`src/rtl/interrupt_controller_if.sv`:
```
// ============================================================================
// Module   : interrupt_controller_if
// Brief    : CPU bus bundle between a 68000-style master and the interrupt
//            controller (strobe, select, address, data and terminations).
// Revision : 1.0
// ============================================================================
`default_nettype none

interface interrupt_controller_if;
    logic       AS_n;
    logic       RW;
    logic       CS_n;
    logic [2:0] FC;
    logic [2:0] ADDR;
    logic [7:0] DATA_IN;
    logic [7:0] DATA_OUT;
    logic       DTACK_n;
    logic       VPA_n;
    logic       BERR_n;

    modport master (
        output AS_n, RW, CS_n, FC, ADDR, DATA_IN,
        input  DATA_OUT, DTACK_n, VPA_n, BERR_n
    );

    modport slave (
        input  AS_n, RW, CS_n, FC, ADDR, DATA_IN,
        output DATA_OUT, DTACK_n, VPA_n, BERR_n
    );
endinterface

`default_nettype wire

```
`src/rtl/interrupt_controller.sv`:
```
// ============================================================================
// Module   : interrupt_controller
// Brief    : Prioritised IPL encoder for external level IRQs plus a periodic
//            timer, with register window and IACK handling on a 68000 bus.
//            Define VECTORED_IACK_EN to enable vectored IACK (CTRL.b1, VBASE).
// Revision : 1.0
// ============================================================================
`default_nettype none

module interrupt_controller #(
    parameter int          NUM_SRC          = 5,
    parameter int          TIMER_LEVEL      = 6,
    parameter logic [23:0] TIMER_RELOAD_RST = 24'd399999
) (
    input  wire                     CLK,
    input  wire                     RST,
    input  wire [NUM_SRC-1:0]       IRQ_IN,
    interrupt_controller_if.slave   bus,
    output logic [2:0]              IPL_n
);

    localparam logic [2:0] c_ST_IDLE  = 3'd0;
    localparam logic [2:0] c_ST_DTACK = 3'd1;
    localparam logic [2:0] c_ST_VPA   = 3'd2;
    localparam logic [2:0] c_ST_BERR  = 3'd3;
    localparam logic [2:0] c_ST_WAIT  = 3'd4;

    localparam logic [2:0] c_TLVL     = 3'(TIMER_LEVEL);
    localparam logic [2:0] c_FC_CPU   = 3'b111;

    logic [2:0]  r_state;
    logic [7:0]  r_mask;
    logic        r_tmr_en;
    logic [23:0] r_reload;
    logic [23:0] r_count;
    logic        r_tmr_flag;
    logic [7:0]  r_data_out;
    logic [2:0]  r_ipl_n;

    logic [7:0]  w_ext;
    logic [7:0]  w_tmr_vec;
    logic [7:0]  w_req;
    logic [7:0]  w_pend;
    logic [2:0]  w_top;
    logic        w_idle;
    logic        w_iack;
    logic        w_reg;
    logic        w_write;
    logic        w_lvl_pend;
    logic        w_iack_ok;
    logic        w_reload_wr;
    logic [23:0] w_reload_nxt;
    logic        w_expire;
    logic        w_tmr_clr;
    logic        w_vec_mode;
    logic [7:0]  w_vbase;
    logic [7:0]  w_rd_data;

    // Source i drives level i+1; levels beyond NUM_SRC have no external input.
    assign w_ext[0] = 1'b0;
    for (genvar gl = 1; gl < 8; gl++) begin : g_lvl
        if (gl - 1 < NUM_SRC) begin : g_ext
            assign w_ext[gl] = IRQ_IN[gl-1];
        end else begin : g_none
            assign w_ext[gl] = 1'b0;
        end
    end

    always_comb begin
        w_tmr_vec         = 8'h00;
        w_tmr_vec[c_TLVL] = r_tmr_flag;
    end

    assign w_req  = w_ext | w_tmr_vec;
    // Level 7 is non-maskable; level 0 never exists.
    assign w_pend = w_req & (r_mask | 8'h80) & 8'hFE;

    always_comb begin
        w_top = 3'd0;
        for (int l = 1; l < 8; l++) begin
            if (w_pend[l]) begin
                w_top = 3'(l);
            end
        end
    end

    assign w_idle      = (r_state == c_ST_IDLE);
    assign w_iack      = !bus.AS_n && (bus.FC == c_FC_CPU);
    assign w_reg       = !bus.AS_n && !bus.CS_n && (bus.FC != c_FC_CPU);
    assign w_write     = w_idle && w_reg && !bus.RW;
    assign w_lvl_pend  = w_pend[bus.ADDR];
    assign w_iack_ok   = w_idle && w_iack && w_lvl_pend;
    assign w_reload_wr = w_write && (bus.ADDR inside {3'd2, 3'd3, 3'd4});
    assign w_expire    = r_tmr_en && (r_count == 24'd0);
    assign w_tmr_clr   = (w_write && (bus.ADDR == 3'd0) && bus.DATA_IN[c_TLVL])
                       || (w_iack_ok && (bus.ADDR == c_TLVL));

    always_comb begin
        w_reload_nxt = r_reload;
        case (bus.ADDR)
            3'd2:    w_reload_nxt[7:0]   = bus.DATA_IN;
            3'd3:    w_reload_nxt[15:8]  = bus.DATA_IN;
            3'd4:    w_reload_nxt[23:16] = bus.DATA_IN;
            default: ;
        endcase
    end

    always_ff @(posedge CLK) begin
        if (RST) begin
            r_mask   <= 8'h00;
            r_tmr_en <= 1'b1;
            r_reload <= TIMER_RELOAD_RST;
        end else if (w_write) begin
            case (bus.ADDR)
                3'd1:    r_mask   <= bus.DATA_IN;
                3'd5:    r_tmr_en <= bus.DATA_IN[0];
                default: ;
            endcase
            if (w_reload_wr) begin
                r_reload <= w_reload_nxt;
            end
        end
    end

`ifdef VECTORED_IACK_EN
    logic       r_vec_mode;
    logic [7:0] r_vbase;

    always_ff @(posedge CLK) begin
        if (RST) begin
            r_vec_mode <= 1'b0;
            r_vbase    <= 8'h40;
        end else if (w_write) begin
            if (bus.ADDR == 3'd5) begin
                r_vec_mode <= bus.DATA_IN[1];
            end
            if (bus.ADDR == 3'd6) begin
                r_vbase <= bus.DATA_IN;
            end
        end
    end

    assign w_vec_mode = r_vec_mode;
    assign w_vbase    = r_vbase;
`else
    assign w_vec_mode = 1'b0;
    assign w_vbase    = 8'h00;
`endif

    // Expiry sets the flag even when a W1C or IACK clear lands on the same edge.
    always_ff @(posedge CLK) begin
        if (RST) begin
            r_count    <= TIMER_RELOAD_RST;
            r_tmr_flag <= 1'b0;
        end else begin
            if (w_reload_wr) begin
                r_count <= w_reload_nxt;
            end else if (r_tmr_en) begin
                r_count <= (r_count == 24'd0) ? r_reload : r_count - 24'd1;
            end
            if (w_expire) begin
                r_tmr_flag <= 1'b1;
            end else if (w_tmr_clr) begin
                r_tmr_flag <= 1'b0;
            end
        end
    end

    always_comb begin
        case (bus.ADDR)
            3'd0:    w_rd_data = w_req;
            3'd1:    w_rd_data = r_mask;
            3'd2:    w_rd_data = r_reload[7:0];
            3'd3:    w_rd_data = r_reload[15:8];
            3'd4:    w_rd_data = r_reload[23:16];
            3'd5:    w_rd_data = {6'b000000, w_vec_mode, r_tmr_en};
            3'd6:    w_rd_data = w_vbase;
            default: w_rd_data = 8'h00;
        endcase
    end

    // Reset lands in WAIT so a cycle cut short by reset is ignored until AS_n rises.
    always_ff @(posedge CLK) begin
        if (RST) begin
            r_state    <= c_ST_WAIT;
            r_data_out <= 8'h00;
        end else begin
            case (r_state)
                c_ST_IDLE: begin
                    if (w_iack) begin
                        if (!w_lvl_pend) begin
                            r_state <= c_ST_BERR;
                        end else if (w_vec_mode) begin
                            r_state    <= c_ST_DTACK;
                            r_data_out <= w_vbase + {5'b00000, bus.ADDR};
                        end else begin
                            r_state <= c_ST_VPA;
                        end
                    end else if (w_reg) begin
                        r_state <= c_ST_DTACK;
                        if (bus.RW) begin
                            r_data_out <= w_rd_data;
                        end
                    end
                end
                c_ST_DTACK, c_ST_VPA, c_ST_BERR, c_ST_WAIT: begin
                    if (bus.AS_n) begin
                        r_state <= c_ST_IDLE;
                    end
                end
                default: r_state <= c_ST_WAIT;
            endcase
        end
    end

    always_ff @(posedge CLK) begin
        if (RST) begin
            r_ipl_n <= 3'b111;
        end else begin
            r_ipl_n <= ~w_top;
        end
    end

    assign IPL_n        = r_ipl_n;
    assign bus.DATA_OUT = r_data_out;
    assign bus.DTACK_n  = (r_state != c_ST_DTACK);
    assign bus.VPA_n    = (r_state != c_ST_VPA);
    assign bus.BERR_n   = (r_state != c_ST_BERR);

endmodule

`default_nettype wire
```
`src/flat_wrapper.sv`:
```
// flat-port wrapper written by rule: the top's interface ports become plain ports
module interrupt_controller_flat 
#(
    parameter int          NUM_SRC          = 5,
    parameter int          TIMER_LEVEL      = 6,
    parameter logic [23:0] TIMER_RELOAD_RST = 24'd399999
)
  (CLK, RST, IRQ_IN, IPL_n, bus_AS_n, bus_RW, bus_CS_n, bus_FC, bus_ADDR, bus_DATA_IN, bus_DATA_OUT, bus_DTACK_n, bus_VPA_n, bus_BERR_n);
  interrupt_controller_if bus_i ();
  input  wire CLK;
  input  wire RST;
  input  wire [NUM_SRC-1:0] IRQ_IN;
  output logic [2:0] IPL_n;
  input wire logic [$bits(bus_i.AS_n)-1:0] bus_AS_n;
  input wire logic [$bits(bus_i.RW)-1:0] bus_RW;
  input wire logic [$bits(bus_i.CS_n)-1:0] bus_CS_n;
  input wire logic [$bits(bus_i.FC)-1:0] bus_FC;
  input wire logic [$bits(bus_i.ADDR)-1:0] bus_ADDR;
  input wire logic [$bits(bus_i.DATA_IN)-1:0] bus_DATA_IN;
  output wire logic [$bits(bus_i.DATA_OUT)-1:0] bus_DATA_OUT;
  output wire logic [$bits(bus_i.DTACK_n)-1:0] bus_DTACK_n;
  output wire logic [$bits(bus_i.VPA_n)-1:0] bus_VPA_n;
  output wire logic [$bits(bus_i.BERR_n)-1:0] bus_BERR_n;
  assign bus_i.AS_n = bus_AS_n;
  assign bus_i.RW = bus_RW;
  assign bus_i.CS_n = bus_CS_n;
  assign bus_i.FC = bus_FC;
  assign bus_i.ADDR = bus_ADDR;
  assign bus_i.DATA_IN = bus_DATA_IN;
  assign bus_DATA_OUT = bus_i.DATA_OUT;
  assign bus_DTACK_n = bus_i.DTACK_n;
  assign bus_VPA_n = bus_i.VPA_n;
  assign bus_BERR_n = bus_i.BERR_n;
  interrupt_controller #(.NUM_SRC(NUM_SRC), .TIMER_LEVEL(TIMER_LEVEL), .TIMER_RELOAD_RST(TIMER_RELOAD_RST)) u_core (.CLK(CLK), .RST(RST), .IRQ_IN(IRQ_IN), .bus(bus_i), .IPL_n(IPL_n));
endmodule
```
`config.mk`:
```
export PLATFORM = sky130hd
export DESIGN_NAME = interrupt_controller_flat
export DESIGN_NICKNAME = d
export VERILOG_FILES = /design/src/rtl/interrupt_controller_if.sv /design/src/rtl/interrupt_controller.sv /design/src/flat_wrapper.sv
export SDC_FILE = /design/constraint.sdc
export NUM_CORES = 1
export LEC_CHECK = 0
export CORE_MARGIN = 2
export CORE_UTILIZATION = 48
export CTS_CLUSTER_SIZE = 40
export DETAILED_ROUTE_END_ITERATION = 10
export PLACE_DENSITY_LB_ADDON = 0.2
export SYNTH_ARGS = -nofsm -noshare
export SYNTH_HDL_FRONTEND = slang
export SYNTH_SLANG_ARGS = --single-unit
```
`constraint.sdc`:
```
create_clock -name CLK -period 7.05 [get_ports CLK]
set_clock_uncertainty 0.2 [all_clocks]
set_input_delay 0.705 -clock CLK [delete_from_list [all_inputs] [get_ports CLK]]
set_output_delay 0.705 -clock CLK [all_outputs]
set_load 0.1 [all_outputs]
```
==> flow_metrics.py <==
metrics = {
    "hold_path": {
        "hold_path.class": "reg -> reg",
    },
    "cts": {
        "ctsHtreeMaxLevel": 3,
        "clk_latency_ps": 360,
        "cts_tree": "built",
        "hold_buffers": 0,
        "clock_sinks": 72,
        "cts_buffers": 9,
        "clock_path_buffers": 2,
        "clk_pin_slew_ps": 80,
        "post-cts-setup-buffer-count": 0,
        "postCtsResizedCells": 0,
        "clockRootBuffer": "clkbuf_8",
    },
    "power": {
        "p_total_uw": 879.0,
        "leakage_uw": 0.001670,
        "powerDensity_nw_per_um2": 183.6,
        "peakVddDrop_mv": 0.09741,
    },
    "layout": {
        "syn_to_final_growth_pct": 14.93,
        "multi_input_area_um2": 2541,
        "seqCellArea_um2": 1441,
        "fin_nets": 572,
        "mostFrequentLayoutCells": "nand2_1, dfxtp_1, nor2_1",
        "n_fill_cell": 765,
        "drive_above_1_share": 0.07623,
        "diodes": 0,
        "mostFrequentLayoutCell": "nand2_1",
    },
    "detailed_routing": {
        "vias": 4223,
        "drc": 0,
        "dr.pass1.iters": 5,
        "wl_per_cell_um": 19.44,
        "viasPerCell": 6.438,
        "drt-total-wl_um": 12750,
        "drt_iter0_markers": 395,
        "drtAntennaViolNets": 0,
    },
    "yosys": {
        "syn_nets": 553,
        "ys_seq_elements": 72,
        "synth-simple-area-share": 0.2469,
        "synth_cell_types": 61,
        "synthXorXnorAreaFrac": 0.002103,
        "syn_area_um2": 4165,
        "synth.avg_cell_area_um2": 7.904,
        "synth_compound_area_frac": 0.2556,
        "ys_seq_area_frac": 0.3460,
        "synthFlopType": "dfxtp_1",
        "netlist_instances": 527,
        "ys_async_sr_fraction": 0,
        "synth-adder-area-share": 0.006008,
        "synth.area.mux_share": 0.09793,
        "synth_top_family_by_area": "compound AO/OA/AOI/OAI gates",
        "synth_edf_count": 0,
        "ys_warn_count": 0,
    },
    "die": {
        "die_area_um2": 9439,
        "die_h_um": 97.16,
        "io_pins": 38,
        "initial_core_util": 0.5019,
        "dieWidth_um": 97.16,
        "rows": 33,
        "core_area_um2": 8299,
    },
    "sta": {
        "drv_slew": 0,
        "slew_headroom": 0.3400,
        "setup_viol": 0,
        "layout_setup_ws_ps": 3589,
        "finalHoldViolations": 0,
        "period_share": 0.4910,
        "fmax_mhz": 288.9,
        "rsz0062_at_grt": "no",
        "worst_pin_slew_ps": 986.9,
        "fin_tns_setup_ps": 0,
        "fin_crit_ps": 3461,
    },
    "placement": {
        "dpl.hpwl_um": 8767,
        "portBuffers": 37,
        "place_congestion": 0.8877,
        "place_worst_setup_slack_ps": 3286,
    },
    "critical_path": {
        "worst-path-buf-inv": 2,
        "arrival_ps": 3550,
        "critPathRequiredTime_ps": 7140,
        "critPathKind": "in -> reg",
        "cp-start-kind": "input pin",
        "crit_family": "simple AND/OR/NAND/NOR gates",
        "crit_path_end_kind": "flip-flop",
        "crit_fanout": 39,
        "max_stage_delay_ps": 830,
        "worstPathCellList": "clkdlybuf4s50_1, nor2_1, nand2_1, a21o_1, buf_4, nor2_1, nand2_1, a21oi_1",
        "crit_path_top_delay_cell": "clkdlybuf4s50_1",
        "r2r_setup_slack_ps": 4130,
    },
    "grt": {
        "antenna_found_initial": 0,
        "grt_overflow": 0,
        "grt_pass1_wl_um": 20110,
        "grt_start_max_net_pins": 59,
        "grt_use_total": 0.2642,
        "grt_pass1_vias": 3818,
    },
    "outcome": {
        "status": "complete, no violations",
    },
    "run": {
        "maxCapViolCount": 0,
    },
}
==> report_power, final <==
part	internal [uW]	switching (uW)
sequential	412	6.97
clock	201	171
combinational	33.3	54.3
==> logic make-up after synthesis <==
logic type,count (synthesis)
and+or+nand+nor,214
AOI/OAI and AO/OA,158
DFF,72
buffers and inverters,45
muxes,35
adders and majority gates,2
xor gates and xnor gates,1
==> flip-flops by register name, indices dropped and copies added, names as in the netlist <==
name and count:
u_core.r_state 3, u_core.IPL_n 3, u_core.r_reload 24, u_core.r_tmr_flag 1, u_core.r_mask 8, u_core.bus.DATA_OUT 8, u_core.r_tmr_en 1, u_core.r_count 24
==> worst register-to-register path, delay by kind of cell (launching register included) <==
| kind | cells | cell delay (ps) |
|---|---|---|
| buffers and inverters | 1 | 260 |
| AND/OR/NAND/NOR | 4 | 1540 |
| AO/OA/AOI/OAI | 2 | 480 |
| flip-flops | 1 | 370 |
==> worst paths after layout <==
| kind | startpoint | cells past startpoint | to |
|---|---|---|---|
| max | bus_ADDR[1] | 8 | u_core.r_reload[14] |
| min | u_core.bus.DATA_OUT[1] | 2 | u_core.bus.DATA_OUT[1] |
| max reg2reg | u_core.r_state[1] | 7 | u_core.r_reload[14] |
| min reg2reg | u_core.bus.DATA_OUT[1] | 2 | u_core.bus.DATA_OUT[1] |
==> through the flow <==
| stage | area (um2) | instances | hold WS (ps) | util |
|---|---|---|---|---|
| after floorplan | 4165 | 527 | 255.6 | - |
| after global placement | 4566 | 640 | 268.0 | 0.5501 |
| after detailed placement | 4566 | 640 | 295.0 | 0.5501 |
| after CTS | 4787 | 656 | 306.4 | 0.5768 |
| after global routing | 4787 | 656 | 326.8 | 0.5768 |
| final | 4787 | 656 | 304.8 | 0.5768 |
==> final cells by class <==
type	count	share of cell area
clock buffers	10	0.02666
well taps	105	0.02744
flip-flops and latches	72	0.3011
inverters	9	0.007057
repair buffers	44	0.08730
multi-input cells	410	0.5308
clock inverters	6	0.01960
==> routing by layer <==
layer	global-route usage	wire, um
met5	0	0
met1	0.3661	5799
met2	0.4012	5664
met4	0.1354	536
met3	0.03597	752
==> synthesized netlist by cell type (8+ instances only) <==
library cell | n | area [um2]
a211oi_1 | 11 | 82.58
a21oi_1 | 27 | 135.1
a31oi_1 | 8 | 50.05
clkbuf_1 | 29 | 108.9
dfxtp_1 | 72 | 1441
inv_1 | 8 | 30.03
mux2i_1 | 25 | 250.2
nand2_1 | 82 | 307.8
nand3_1 | 25 | 125.1
nor2_1 | 48 | 180.2
nor3_1 | 13 | 65.06
o211ai_1 | 9 | 67.56
o21a_1 | 10 | 75.07
o21ai_0 | 41 | 205.2
(Power assumes the default switching activity.)
